### src/rtl/oamdma_pkg.sv
// Shared types and constants for the sprite-DMA controller.
package oamdma_pkg;

  // FSM state codes; 3-bit encoding is visible on debug taps.
  typedef enum logic [2:0] {
    StIdle  = 3'd0,
    StHalt  = 3'd1,
    StAlign = 3'd2,
    StRead  = 3'd3,
    StWrite = 3'd4
  } oamdma_state_e;

  // CPU address of the DMA trigger register, used by the CPU address decoder.
  localparam logic [15:0] Reg4014 = 16'h4014;

  // Last byte index of the 256-byte page.
  localparam logic [7:0] CntLast = 8'hFF;

endpackage

### src/rtl/oamdma.sv
// Sprite-DMA controller: a CPU write to $4014 halts the CPU and copies the
// 256-byte page {page,8'h00}..{page,8'hFF} into OAM, one read/write pair per byte.
// Optional build macro OAMDMA_ALIGN_EN adds a get/put phase tracker so that reads
// land on get cycles and writes on put cycles, inserting one alignment cycle when needed.
module oamdma
  import oamdma_pkg::*;
(
  input  logic        clk_i,
  input  logic        rst_ni,
  input  logic        tick_i,
  input  logic        wr4014_i,
  input  logic [7:0]  regwdata_i,
  input  logic        cpurd_i,
  input  logic [7:0]  memrdata_i,
  output logic        halt_o,
  output logic        dmareq_o,
  output logic [15:0] dmaaddr_o,
  output logic        dmawr2004_o,
  output logic [7:0]  dmawdata_o,
  output logic        busy_o
);

  oamdma_state_e state_q, state_d;
  logic [7:0]    page_q, page_d;
  logic [7:0]    cnt_q, cnt_d;
  logic [7:0]    databuf_q, databuf_d;

`ifdef OAMDMA_ALIGN_EN
  // 0 = get cycle, 1 = put cycle; free-running from reset on every tick.
  logic phase_q;

  // Phase tracker toggles once per CPU cycle.
  always_ff @(posedge clk_i or negedge rst_ni) begin
    if (!rst_ni) begin
      phase_q <= 1'b0;
    end else if (tick_i) begin
      phase_q <= ~phase_q;
    end
  end
`endif

  // State, page, byte counter and read buffer registers.
  always_ff @(posedge clk_i or negedge rst_ni) begin
    if (!rst_ni) begin
      state_q   <= StIdle;
      page_q    <= 8'h00;
      cnt_q     <= 8'h00;
      databuf_q <= 8'h00;
    end else begin
      state_q   <= state_d;
      page_q    <= page_d;
      cnt_q     <= cnt_d;
      databuf_q <= databuf_d;
    end
  end

  // Next-state logic; nothing moves unless the CPU-cycle enable is high.
  always_comb begin
    state_d   = state_q;
    page_d    = page_q;
    cnt_d     = cnt_q;
    databuf_d = databuf_q;
    if (tick_i) begin
      case (state_q)
        StIdle: begin
          if (wr4014_i) begin
            page_d  = regwdata_i;
            cnt_d   = 8'h00;
            state_d = StHalt;
          end
        end
        StHalt: begin
          // Halt only takes effect on a CPU read cycle; writes keep us waiting.
          if (cpurd_i) begin
`ifdef OAMDMA_ALIGN_EN
            // Halt on a get cycle means the next cycle is put: burn it to realign.
            state_d = phase_q ? StRead : StAlign;
`else
            state_d = StRead;
`endif
          end
        end
        StAlign: begin
          state_d = StRead;
        end
        StRead: begin
          databuf_d = memrdata_i;
          state_d   = StWrite;
        end
        StWrite: begin
          cnt_d   = cnt_q + 8'd1;
          state_d = (cnt_q == CntLast) ? StIdle : StRead;
        end
        default: begin
          state_d = StIdle;
        end
      endcase
    end
  end

  // Outputs decode straight from registered state, so they hold for the whole CPU cycle.
  always_comb begin
    halt_o      = (state_q != StIdle);
    busy_o      = (state_q != StIdle);
    dmareq_o    = (state_q == StRead);
    dmawr2004_o = (state_q == StWrite);
    dmaaddr_o   = {page_q, cnt_q};
    dmawdata_o  = databuf_q;
  end

endmodule
### config.mk
export PLATFORM = sky130hd
export DESIGN_NAME = oamdma
export DESIGN_NICKNAME = d
export VERILOG_FILES = /design/src/rtl/oamdma_pkg.sv /design/src/rtl/oamdma.sv
export SDC_FILE = /design/constraint.sdc
export NUM_CORES = 1
export LEC_CHECK = 0
export ABC_AREA = 0
export CORE_MARGIN = 4
export CORE_UTILIZATION = 31
export CTS_CLUSTER_DIAMETER = 80
export DETAILED_ROUTE_END_ITERATION = 7
export PLACE_DENSITY = 0.72
export REMOVE_ABC_BUFFERS = 1
export SETUP_SLACK_MARGIN = 0.1
export SLEW_MARGIN = 15
export SYNTH_ARGS = -nofsm -noshare
export SYNTH_HDL_FRONTEND = slang
export SYNTH_SLANG_ARGS = --single-unit
### constraint.sdc
create_clock -name clk_i -period 4.48 [get_ports clk_i]
set_input_delay 0.896 -clock clk_i [delete_from_list [all_inputs] [get_ports clk_i]]
set_output_delay 0.896 -clock clk_i [all_outputs]
set_load 0.02 [all_outputs]
==> key figures <==
Detailed routing
  – Average wire per standard cell: 14.4 um
  – DR DRC count: 0
  – DRT Pass-1 Iters: 3
  – Initial DRC count: 46
  – Antenna viol nets, final: 0
  – Via density per instance: 4.97
  – Final WL: 2.85 mm
  – Total number of vias: 984

CTS
  – CTS clk-pin slew, worst paths: 90 ps
  – Root Buffer: clkbuf_8
  – Cts hold-fix bufs: 0
  – Cts repair resizes: 0
  – Cts bufs inserted: 3
  – Max clock buf depth: 2
  – Clk sinks: 27
  – CTS tree: yes
  – Post-CTS Setup Bufs: 0
  – Worst-skew pair later-pin latency: 260 ps
  – H-tree depth: 1

Global routing
  – Vias in the first global route: 991
  – GRT Overall Usage: 11.5%
  – Initial antenna violation count: 0
  – Gr ovfl total: 0
  – Pin count of the biggest net entering global routing: 28
  – First-pass GRT wire length: 4.66 mm

STA
  – Setup violations, final: 0
  – Fin. max-slew vios: 0
  – Worst-Margin Slew: 425 ps
  – Setup TNS: 0 ps
  – Final Worst Setup Slack: 1760 ps
  – Tcrit/Tclk final: 60.8%
  – Setup Skew: 2.68 ps
  – RSZ-0062 raised after global routing: no
  – Final hold vios: 0
  – Maximum clock rate: 367 MHz
  – Slew headroom: 71.7%
  – Final min period: 2720 ps

Floorplan
  – Die Area: 0.00515 mm2
  – Site row count: 22
  – Die Wd: 71.8 um
  – Die height: 71.8 um
  – Core Region: 0.00380 mm2
  – Initial Utilization: 33.2%
  – I/O pins: 49

Yosys
  – Number of synthesized flops with an enable pin: 0
  – Synthesized flop and latch total: 27
  – Synth Instances: 102
  – Dominant synthesized flop cell: dfrtp_1
  – Synthesis Warnings: 0
  – Sequential area share after synthesis: 53.6%
  – Number of distinct library cells after synthesis: 33
  – Avg Inst Size Synth: 12.4 um2
  – Cell Area, Synth: 0.00126 mm2
  – Async set or reset register ratio after synthesis: 100%

Critical path
  – Worst r2r dst: page_q[7]
  – Crit-path slowest cell: clkdlybuf4s50_1
  – FF-to-FF Start: state_q[0]
  – Setup crit end kind: output port
  – R2R setup slack: 2730 ps
  – Critical path arrival: 1830 ps
  – CP max FO: 13
  – Worst-path cell chain: inv_1, nor3_1, clkdlybuf4s50_1
  – Crit start category: flop
  – Crit-path leading delay family: buffers and inverters
  – FF-to-FF path depth: 3
  – CP Class: flop to output port
  – Critical path's largest stage delay: 640 ps
  – Crit path buf inv count: 2
  – WP data required: 3580 ps

Hold path
  – WHS Path Cells: 1
  – Hold_sp: page_q[2]
  – Hold crit path type: flop to flop
  – Hold-critical path endpoint: page_q[2]

Power and ir drop
  – Worst VDD drop: 0.222 mV
  – Pwr per Cell Area: 620 mW/mm2
  – P_leak: 0.000773 uW

Placed design
  – Pre-CTS setup slack: 1760 ps
  – Final HPWL DP: 2.25 mm
  – GP Congestion: 0.817
  – PortBufs: 48

Finish
  – Final #Nets: 173
  – Multi-input gate area: 547 um2
  – Proportion of layout cells with a drive suffix above 1: 10.7%
  – Area growth from synthesis to layout: 44.5%
  – Fill count: 347
  – Register area: 676 um2
  – N_diodes: 0
  – Post-Route Utilization: 48.0%

Run status
  – Status: finished, final reports clean

Job
  – Max-cap viol count: 0
worst max-delay path by stage:
stage | to | depth (start not counted) | start
finish | dmawr2004_o | 3 | state_q[2]
global route | dmawr2004_o | 3 | state_q[2]
CTS | dmawr2004_o | 3 | state_q[2]
detailed placement | page_q[7] | 4 | tick_i
global placement | page_q[3] | 4 | tick_i
floorplan | page_q[0] | 3 | tick_i
where the power goes:
group,internal [uW],leakage (uW),switching [uW]
logic,298,0.000416,256
registers,346,0.000334,98.2
clock network,63.5,0.0000228,69.1
total,707,0.000773,423
cells by family after synthesis:
group | Yosys count | share of synthesized area [%]
mux | 19 | 16.8
buf+inv | 7 | 3.08
fa+ha+maj | 1 | 0.992
simple gates | 30 | 15.5
flops | 27 | 53.6
compound gates | 18 | 10.1
final cells by class:
class / instances / area share (%)
clock buffers: 4 / 2.47
inverters: 2 / 0.412
multi-input cells: 68 / 30.0
flip-flops and latches: 27 / 37.1
well taps: 48 / 3.29
repair buffers: 49 / 26.8
stage by stage:
stage | total power (uW) | std cells | area, um2 | hold WS, ps
2_1_floorplan | 720 | 97 | 1230 | 591
3_3_place_gp | 993 | 194 | 1780 | 471
3_5_place_dp | 1010 | 194 | 1780 | 478
4_1_cts | 1150 | 198 | 1820 | 499
5_1_grt | 1200 | 198 | 1820 | 523
6_report | 1130 | 198 | 1820 | 493
cell usage after synthesis (all sizes together), types with 3 or more instances:
master / n / area share [%]
nand2: 5 / 1.5
mux2: 17 / 15
o21ai: 8 / 3.2
nand3: 6 / 2.4
nand2b: 4 / 2.0
buf: 3 / 1.9
dfrtp: 27 / 54
and3: 3 / 1.5
worst register-to-register path: stages, from the launching register on:
cell and delay (ps):
dfrtp_1 480, or3b_1 570, nor2_8 240, mux2_1 350
metal layers:
layer,share of wire [%],track usage [%],vias to the layer above
li1,-,-,473
met1,43,13.9,484
met2,51,19.8,23
met3,5.0,2.66,4
met4,1.3,4.38,0
met5,0,0,-
layout by cell type, fill, tap and decap left out, types with 3 or more instances in the layout:
master and n:
and3_1 3, clkbuf_8 3, clkdlybuf4s50_1 48, dfrtp_1 27
mux2_1 8, mux2_2 9, nand2_1 5, nand2b_1 4
nand3_1 6, o21ai_0 4, o21ai_1 4
sequential cells by signal, indices dropped and copies added (netlist names):
signal	flops
cnt_q	8
dmawdata_o	8
page_q	8
state_q	3
(Power assumes the default switching activity.)
